### src/rtl/infeasi_res_s2_hls_deadlock_pkg.sv
// Shared types and width helpers for the HLS deadlock report controller.
// Modules size their counters and index ports from their own parameters.
package infeasi_res_s2_hls_deadlock_pkg;

    localparam int STATE_W = 3;

    typedef enum logic [STATE_W-1:0] {
        ST_IDLE,
        ST_CONFIRM,
        ST_ORIGIN,
        ST_TRACE,
        ST_REPORT,
        ST_HOLD
    } state_t;

    // Width of a counter that must be able to hold max_val itself.
    function automatic int cnt_width(input int max_val);
        return (max_val < 1) ? 1 : $clog2(max_val + 1);
    endfunction

    // Width of an index into n entries. It is never narrower than one bit.
    function automatic int idx_width(input int n);
        return (n < 2) ? 1 : $clog2(n);
    endfunction

endpackage

### src/rtl/infeasi_res_s2_hls_dl_prio_enc.sv
// Lowest-set-bit priority encoder. It produces a one-hot vector and a binary index.
// The logic is purely combinational. An all-zero input gives all-zero outputs.
module infeasi_res_s2_hls_dl_prio_enc
    import infeasi_res_s2_hls_deadlock_pkg::*;
#(
    parameter  int PROC_NUM = 4,
    localparam int IDX_W    = idx_width(PROC_NUM)
) (
    input  logic [PROC_NUM-1:0] vec,
    output logic [PROC_NUM-1:0] onehot,
    output logic [IDX_W-1:0]    idx
);

    // NOTE: every output gets a default before the loop, so no latch can be inferred.
    always_comb begin
        onehot = '0;
        idx    = '0;
        // The scan runs from the top down, so the lowest set bit is written last and wins.
        for (int i = PROC_NUM - 1; i >= 0; i--) begin
            if (vec[i]) begin
                onehot    = '0;
                onehot[i] = 1'b1;
                idx       = IDX_W'(i);
            end
        end
    end

endmodule

### src/rtl/infeasi_res_s2_hls_deadlock_report_ctrl.sv
// Controller for deadlock confirmation, origin selection, token trace and reporting.
// Every output is registered. A deadlock is reported once, and only reset clears it.
module infeasi_res_s2_hls_deadlock_report_ctrl
    import infeasi_res_s2_hls_deadlock_pkg::*;
#(
    parameter  int PROC_NUM       = 4,
    parameter  int CONFIRM_CYCLES = 2,
    parameter  int TRACE_TIMEOUT  = 64,
    localparam int ORIGIN_W       = idx_width(PROC_NUM)
) (
    input  logic                clock,
    input  logic                reset,
    input  logic [PROC_NUM-1:0] dl_detect_vec,
    input  logic [PROC_NUM-1:0] dl_token_vec,
    output logic                dl_detect_global,
    output logic [PROC_NUM-1:0] origin_vec,
    output logic                token_clear,
    output logic                report_vld,
    input  logic                report_ack,
    output logic [PROC_NUM-1:0] report_proc_vec,
    output logic [ORIGIN_W-1:0] report_origin,
    output logic                report_timeout,
    output logic                deadlock_flag
);

    localparam int CONF_W  = cnt_width(CONFIRM_CYCLES);
    localparam int TRACE_W = cnt_width(TRACE_TIMEOUT);

    state_t              state, state_nxt;
    logic [CONF_W-1:0]   conf_cnt, conf_cnt_nxt, conf_next;
    logic [TRACE_W-1:0]  trace_cnt, trace_cnt_nxt, trace_inc;
    logic [PROC_NUM-1:0] det_onehot;
    logic [ORIGIN_W-1:0] det_idx;
    logic                token_back;

    logic                dl_detect_global_nxt, token_clear_nxt, report_vld_nxt;
    logic                report_timeout_nxt, deadlock_flag_nxt;
    logic [PROC_NUM-1:0] origin_vec_nxt, report_proc_vec_nxt;
    logic [ORIGIN_W-1:0] report_origin_nxt;

    infeasi_res_s2_hls_dl_prio_enc #(.PROC_NUM(PROC_NUM)) u_prio_enc (
        .vec    (dl_detect_vec),
        .onehot (det_onehot),
        .idx    (det_idx)
    );

    always_comb begin
        state_nxt            = state;
        conf_cnt_nxt         = conf_cnt;
        trace_cnt_nxt        = trace_cnt;
        dl_detect_global_nxt = dl_detect_global;
        origin_vec_nxt       = '0;
        token_clear_nxt      = 1'b0;
        report_vld_nxt       = report_vld;
        report_proc_vec_nxt  = report_proc_vec;
        report_origin_nxt    = report_origin;
        report_timeout_nxt   = report_timeout;
        deadlock_flag_nxt    = deadlock_flag;
        conf_next            = conf_cnt + 1'b1;
        trace_inc            = (trace_cnt == TRACE_W'(TRACE_TIMEOUT)) ? trace_cnt : trace_cnt + 1'b1;
        // report_origin holds the latched origin index from confirmation onward.
        token_back           = dl_token_vec[report_origin] & dl_detect_vec[report_origin];

        case (state)
            ST_IDLE, ST_CONFIRM: begin
                if (!(|dl_detect_vec)) begin
                    state_nxt    = ST_IDLE;
                    conf_cnt_nxt = '0;
                end else if (conf_next == CONF_W'(CONFIRM_CYCLES)) begin
                    state_nxt            = ST_ORIGIN;
                    conf_cnt_nxt         = '0;
                    origin_vec_nxt       = det_onehot;
                    report_proc_vec_nxt  = det_onehot;
                    report_origin_nxt    = det_idx;
                    dl_detect_global_nxt = 1'b1;
                    trace_cnt_nxt        = '0;
                end else begin
                    state_nxt    = ST_CONFIRM;
                    conf_cnt_nxt = conf_next;
                end
            end
            ST_ORIGIN: begin
                state_nxt     = ST_TRACE;
                trace_cnt_nxt = '0;
            end
            ST_TRACE: begin
                report_proc_vec_nxt = report_proc_vec | dl_token_vec;
                trace_cnt_nxt       = trace_inc;
                // If the token returns in the same cycle the trace times out, the return takes priority.
                if (token_back || trace_inc == TRACE_W'(TRACE_TIMEOUT)) begin
                    state_nxt          = ST_REPORT;
                    token_clear_nxt    = 1'b1;
                    report_timeout_nxt = !token_back;
                    report_vld_nxt     = 1'b1;
                    deadlock_flag_nxt  = 1'b1;
                end
            end
            ST_REPORT: begin
                if (report_ack) begin
                    state_nxt      = ST_HOLD;
                    report_vld_nxt = 1'b0;
                end
            end
            ST_HOLD: ;
            default: state_nxt = ST_IDLE;
        endcase
    end

    // NOTE: sequential state uses non-blocking assignments only. Reset clears every register.
    always_ff @(posedge clock) begin
        if (!reset) begin
            state            <= ST_IDLE;
            conf_cnt         <= '0;
            trace_cnt        <= '0;
            dl_detect_global <= 1'b0;
            origin_vec       <= '0;
            token_clear      <= 1'b0;
            report_vld       <= 1'b0;
            report_proc_vec  <= '0;
            report_origin    <= '0;
            report_timeout   <= 1'b0;
            deadlock_flag    <= 1'b0;
        end else begin
            state            <= state_nxt;
            conf_cnt         <= conf_cnt_nxt;
            trace_cnt        <= trace_cnt_nxt;
            dl_detect_global <= dl_detect_global_nxt;
            origin_vec       <= origin_vec_nxt;
            token_clear      <= token_clear_nxt;
            report_vld       <= report_vld_nxt;
            report_proc_vec  <= report_proc_vec_nxt;
            report_origin    <= report_origin_nxt;
            report_timeout   <= report_timeout_nxt;
            deadlock_flag    <= deadlock_flag_nxt;
        end
    end

endmodule

### config.mk
export PLATFORM = sky130hd
export DESIGN_NAME = infeasi_res_s2_hls_deadlock_report_ctrl
export DESIGN_NICKNAME = d
export VERILOG_FILES = /design/src/rtl/infeasi_res_s2_hls_deadlock_pkg.sv /design/src/rtl/infeasi_res_s2_hls_dl_prio_enc.sv /design/src/rtl/infeasi_res_s2_hls_deadlock_report_ctrl.sv
export SDC_FILE = /design/constraint.sdc
export NUM_CORES = 1
export LEC_CHECK = 0
export ABC_AREA = 1
export ABC_CLOCK_PERIOD_IN_PS = 1420
export BUFFER_PORTS_ARGS = -buffer_cell sky130_fd_sc_hd__buf_2
export CORE_MARGIN = 2
export CORE_UTILIZATION = 35
export DETAILED_ROUTE_END_ITERATION = 10
export GPL_TIMING_DRIVEN = 0
export HOLD_SLACK_MARGIN = 0.12
export PLACE_DENSITY_LB_ADDON = 0.25
export SYNTH_ARGS = -nofsm -noshare
export SYNTH_HDL_FRONTEND = slang
export SYNTH_SLANG_ARGS = --single-unit
### constraint.sdc
create_clock -name clock -period 1.42 [get_ports clock]
set_clock_uncertainty 0.15 [all_clocks]
set_input_delay 0.142 -clock clock [delete_from_list [all_inputs] [get_ports clock]]
set_output_delay 0.142 -clock clock [all_outputs]
set_load 0.02 [all_outputs]
Yosys cells after proc, flatten, opt, wreduce, memory -nomap -nowiden:

Cells that the tools add are included.

* bitwise operators: 3
* add/subtract/negate cells: 2
* reductions and logical operators: 16
* multiplexer cells: 30
* order comparisons: 1
* equal/unequal tests: 12

Operator list (number)
* $mux 4: 6
* $mux 7: 3
* $pmux 7 s3: 1
* $mux 2: 8
* $pmux 3 s5: 1
* $reduce_and 3->1: 5
* $eq 7x7->1 const B: 2
* $ne 2x2->1 const B: 4
* $pmux 4 s2: 1
* $add 7x1->7 const B: 1
* $eq 3x2->1 const B: 2
* $eq 3x3->1 const B: 2
* $mux 3: 2
* $mux 1: 5
* $bmux 1 s2: 2
* $or 4x4->4: 1
* $reduce_and 2->1: 2
* $reduce_and 4->1: 1
* $reduce_bool 2->1: 2
* $reduce_or 4->1: 1
* $eq 3x1->1 const B: 1
* $logic_not 3->1: 1
* $lt 2x3->1 const B: 1
* $reduce_bool 3->1: 1
* other kinds (8): 8

* input bits: 11
* register bits after elaboration: 27
* word-level logic and storage cells: 75
* output and inout port bits: 15

Longest topological paths before layout:

* depth after elaboration: 7
* gate-level depth with buffers: 13
* mapped depth without buffers: 13

Hierarchy:

A second synthesis with hierarchy kept.

* cells, all modules: 213
* area total of the unflattened synthesis: 1446.4 µm²

By module, submodules not included
* infeasi_res_s2_hls_deadlock_report_ctrl: area an instance 1382.6 µm², cells each 198, sequential area each 540.5 µm², instances 1
* infeasi_res_s2_hls_dl_prio_enc: area an instance 63.8 µm², cells each 15, sequential area each 0.0 µm², instances 1

Worst setup path after synthesis:

No wires, ideal clock.

* path type: flip-flop to flip-flop
* from: reg trace_cnt[1]
* to: reg report_vld
* setup time: 113 ps
* path slack: -133 ps
* period minus slack after synthesis: 1553 ps
* cell stages (with the launch flop): 11
* arrival time: 1290 ps
* buffers on the path: 0
* data required time: 1157 ps
* cell sequence: dfxtp_1 -> ha_1 -> nand3_2 -> o21bai_2 -> nand2_1 -> nor2_1 -> nand3_1 -> nand2_2 -> nand2_2 -> nand2_1 -> nand2_1

* word-level cells in the longest chain between the ends: 6
* elaborated cells on any way between the ends: 7
* classes of those cells: 1 x add/sub; 3 x eq/ne; 1 x mux; 2 x reduce/logical

RTL lines
* start, declared: line infeasi_res_s2_hls_deadlock_report_ctrl.sv:31 `logic [TRACE_W-1:0] trace_cnt, trace_cnt_nxt, trace_inc;`
* start signal, assigned: line infeasi_res_s2_hls_deadlock_report_ctrl.sv:126 `trace_cnt <= trace_cnt_nxt;`
* $add 7x1->7 or $eq 7x7->1 (tied branches): line infeasi_res_s2_hls_deadlock_report_ctrl.sv:60 `trace_inc = (trace_cnt == TRACE_W'(TRACE_TIMEOUT)) ? trace_cnt : trace_cnt + 1'b1;`
* $mux 7 *: line infeasi_res_s2_hls_deadlock_report_ctrl.sv:60
* $eq 7x7->1 *: line infeasi_res_s2_hls_deadlock_report_ctrl.sv:90 `if (token_back || trace_inc == TRACE_W'(TRACE_TIMEOUT)) begin`
* $logic_or 1x1->1 *: line infeasi_res_s2_hls_deadlock_report_ctrl.sv:90
* $ne 2x2->1 (no source line) *
* $reduce_and 3->1 (no source line) *
* end signal, assigned: line infeasi_res_s2_hls_deadlock_report_ctrl.sv:130 `report_vld <= report_vld_nxt;`
* end, declared: line infeasi_res_s2_hls_deadlock_report_ctrl.sv:18 `output logic report_vld,`

Mark *: on every way between the ends. The rest lies on a longest branch, timed or not.
A chain may end at the register's enable or synchronous reset.

Worst setup path after layout:

Ends and elaborated chain as after synthesis.

==> flow_metrics.py <==
metrics = {
    "critical_path": {
        "cp.arrival_ns": 1.67,
        "cpMaxStageDelayCell": "dfxtp_4",
        "critical_path_class": "reg2reg",
        "cpMostUsedCell": "nand2_2",
        "worst_setup_path_start_kind": "register",
        "r2r_end": "report_vld",
        "critical_path_buf_inv_count": 2,
        "path_cells": "inv_2 -> ha_4 -> nand2_2 -> inv_2 -> nand3_4 -> nand2_2 -> nand2_2 -> nor2_2 -> nand3_2 -> nand2_4 -> nand2_4 -> nand2_1 -> nand2_1",
        "reg2reg_from": "trace_cnt[1]",
        "end_kind": "register",
        "max_stage_delay_ns": 0.37,
        "ff2ff_setup_slack_ns": -0.23,
        "cp_top_family": "simple AND/OR/NAND/NOR gates",
        "crit_path_max_fanout": 4,
        "cp.required_ns": 1.45,
        "rr_worst_depth": 13,
    },
    "clock_tree": {
        "cts_root_buf": "clkbuf_8",
        "clock-sinks": 27,
        "cts_buffers": 3,
        "cts_tree": "done",
        "clock_latency_ns": 0.27,
        "clockBufferDepth": 2,
        "cts_max_level": 1,
        "clk_pin_slew_worst_paths_ns": 0.09,
    },
    "route": {
        "viasPerCell": 4.788,
        "via_count": 1446,
        "antenna_left": 0,
        "firstDrtPassIters": 4,
        "wl_per_cell_um": 11.82,
        "wl_um": 3570,
        "drtIter0Drc": 61,
        "remaining_drc_errors": 0,
    },
    "floorplanning": {
        "fp.coreArea_mm2": 0.003689,
        "initial_utilization_pct": 36.84,
        "die_w_um": 66.31,
        "die_height_um": 66.31,
        "num_rows": 22,
        "die-area_mm2": 0.004397,
        "io_pins": 26,
    },
    "timing": {
        "final.period_utilization_pct": 116.1,
        "setup_tns_ns": -1.282,
        "hold_viol": 0,
        "slew_violations": 0,
        "tightest_slew_ns": 0.5601,
        "period_needed_ns": 1.648,
        "setup_violations": 7,
        "rsz0062_at_grt": "true",
        "max_slew_margin_pct": 62.66,
        "finalWorstSetupSlack_ns": -0.2280,
        "max_freq_mhz": 606.8,
    },
    "finish": {
        "fin_nets": 268,
        "synthToLayoutAreaGrowth_pct": 50.64,
        "nFillCells": 347,
        "drive_above_1_share_pct": 40.55,
        "diodes": 0,
        "finalNonFillerCells": 302,
    },
    "placed_design": {
        "place_inst": 273,
        "place_hpwl_um": 2359,
        "port_buffers": 25,
        "gp_routability_congestion": 0.8063,
    },
    "yosys": {
        "synth_simple_gate_area_share_pct": 32.14,
        "ys_warn_count": 0,
        "synth_nets": 213,
        "synth_top_family_by_area": "simple AND/OR/NAND/NOR gates",
        "synth_compound_area_share_pct": 14.73,
        "ys_types": 28,
        "synth-xor-area-share_pct": 0.6446,
        "seq_area_frac_synth_pct": 39.78,
        "synthCells": 200,
        "syn_area_mm2": 0.001359,
        "avgSynthCellArea_um2": 6.794,
        "synth_fa_ha_area_share_pct": 1.842,
        "synthMuxAreaShare_pct": 0,
        "ys_seq_elements": 27,
    },
    "global_routing": {
        "grt.overflow.total": 0,
        "grt_max_degree": 17,
        "met2_usage_pct": 30.38,
        "grt_pass1_wl_um": 5740,
        "grt-busiest-layer": "met2",
        "grt_use_met1_pct": 20.10,
        "antenna_found_initial": 0,
        "first_global_vias": 1365,
        "track_usage_pct": 16.68,
        "met3_usage_pct": 2.215,
    },
    "min_path": {
        "hold_path.startpoint": "dl_detect_vec[3]",
        "holdPathStages": 5,
        "min_to": "report_origin[1]",
        "hold_path.class": "in2reg",
    },
    "power": {
        "power_leakage_nw": 0.9362,
        "power_mw": 2.858,
        "ir_drop_v": 0.0008448,
        "pwr-share-comb_pct": 47.6,
        "seqPwrFrac_pct": 36.6,
        "power_density_mw_per_mm2": 1396,
        "power.internal_mw": 1.666,
        "switching_share_pct": 41.69,
        "power_frac_clock_pct": 15.8,
        "p_sw_mw": 1.191,
    },
    "status": {
        "violations": "setup timing",
        "status": "finished, violations left",
    },
    "flow_run": {
        "cap_violations": 0,
    },
}
metrics by stage:
stage	hold WS, ns	setup WS [ns]	utilization [%]	area [um2]
2_1_floorplan	0.06967	-0.07099	-	1374
3_3_place_gp	0.2505	-0.2201	42.27	1559
3_5_place_dp	0.2540	-0.2501	42.27	1559
4_1_cts	0.1458	-0.2390	49.02	1808
5_1_grt	0.1987	-0.3228	55.50	2047
6_report	0.1531	-0.2280	55.50	2047
registers in the layout, indices dropped and copies added (netlist names):
register / flops
trace_cnt: 7
origin_vec: 4
report_proc_vec: 4
report_origin: 2
dl_detect_global: 1
report_timeout: 1
state: 3
deadlock_flag: 1
token_clear: 1
report_vld: 1
conf_cnt: 2
tightest hold or removal path: cells and delay by family:
kind                   cells  cell delay [ns]
AND/OR/NAND/NOR            2             0.17
buffers and inverters      2             0.16
AO/OA/AOI/OAI              1             0.06
layer usage:
layer	vias to the layer above	wire length (um)
met5	-	0
met3	2	94
met4	0	19
met1	678	1606
met2	17	1850
li1	749	-
synth_stat cells, drive strengths merged:
master | count | area share [%]
a31oi | 1 | 0.46
xor2 | 1 | 0.64
nand2 | 49 | 14
nor4 | 1 | 0.46
clkbuf | 2 | 0.55
o21a | 2 | 1.1
o211ai | 2 | 1.1
or2 | 1 | 0.46
a21oi | 16 | 6.2
ha | 2 | 1.8
nor2 | 25 | 7.3
inv | 33 | 9.1
buf | 2 | 1.2
nand4 | 3 | 1.4
nand3 | 16 | 7.0
o21ai | 9 | 3.3
nor3 | 4 | 1.5
o21bai | 2 | 1.4
dfxtp | 27 | 40
a211oi | 1 | 0.55
a221oi | 1 | 0.64
final cells by class:
type                            count  area (um2)  share of cell area, %
Multi-Input combinational cell    136       853.3                  41.69
Inverter                           33       131.4                  6.418
Clock buffer                        3       41.29                  2.017
Buffer                              4       31.28                  1.528
Clock inverter                      1       7.507                 0.3667
Timing Repair Buffer               50       366.6                  17.91
Tap cell                           48       60.06                  2.934
Sequential cell                    27       555.5                  27.14
repair_timing:
action | in CTS | in global routing
hold buffers | 15 | 0
gates resized for setup | 9 | 57
pin swaps | 6 | 15
endpoints found under the setup margin | 20 | 25
endpoints found under the hold margin | 12 | 0
gates cloned | 0 | 0
setup buffers | 3 | 7
worst max-delay path by stage:
| stage | from | end | slack [ns] | cells after the start |
|---|---|---|---|---|
| floorplan | trace_cnt[0] | report_vld | -0.07 | 13 |
| global placement | trace_cnt[0] | state[2] | -0.22 | 12 |
| detailed placement | trace_cnt[0] | state[1] | -0.25 | 11 |
| CTS | trace_cnt[0] | report_vld | -0.24 | 13 |
| global route | trace_cnt[1] | report_vld | -0.32 | 13 |
| finish | trace_cnt[1] | report_vld | -0.23 | 13 |
cell families (layout without fill, tap and decap cells):
family / count (synthesis) / after routing
and+or+nand+nor: 99 / 99
buffers and inverters: 37 / 91
xor gates and xnor gates: 1 / 1
adders and majority gates: 2 / 2
AOI/OAI and AO/OA: 34 / 34
DFF: 27 / 27
cells in the final DEF (no fill, tap or decap), types with 4 or more instances in the layout:
master | synthesis | routed
a21oi_1 | 15 | 10
a21oi_2 | 1 | 6
buf_2 | 1 | 25
buf_4 | 0 | 8
dfxtp_1 | 27 | 21
dlygate4sd3_1 | 0 | 15
inv_1 | 30 | 22
inv_2 | 3 | 8
nand2_1 | 46 | 34
nand2_2 | 3 | 9
nand2_4 | 0 | 6
nand3_1 | 13 | 10
nand3_2 | 3 | 4
nor2_1 | 23 | 15
nor2_2 | 2 | 7
o21ai_0 | 9 | 8
power by group through the flow:
stage / logic (mW) / registers [mW] / clock network [mW]
CTS: 1.00 / 1.01 / 0.468
finish: 1.36 / 1.04 / 0.452
global placement: 0.921 / 1.03 / 0
global route: 1.51 / 1.06 / 0.493
floorplan: 0.556 / 1.14 / 0
detailed placement: 0.931 / 1.03 / 0
(Power assumes the default switching activity.)
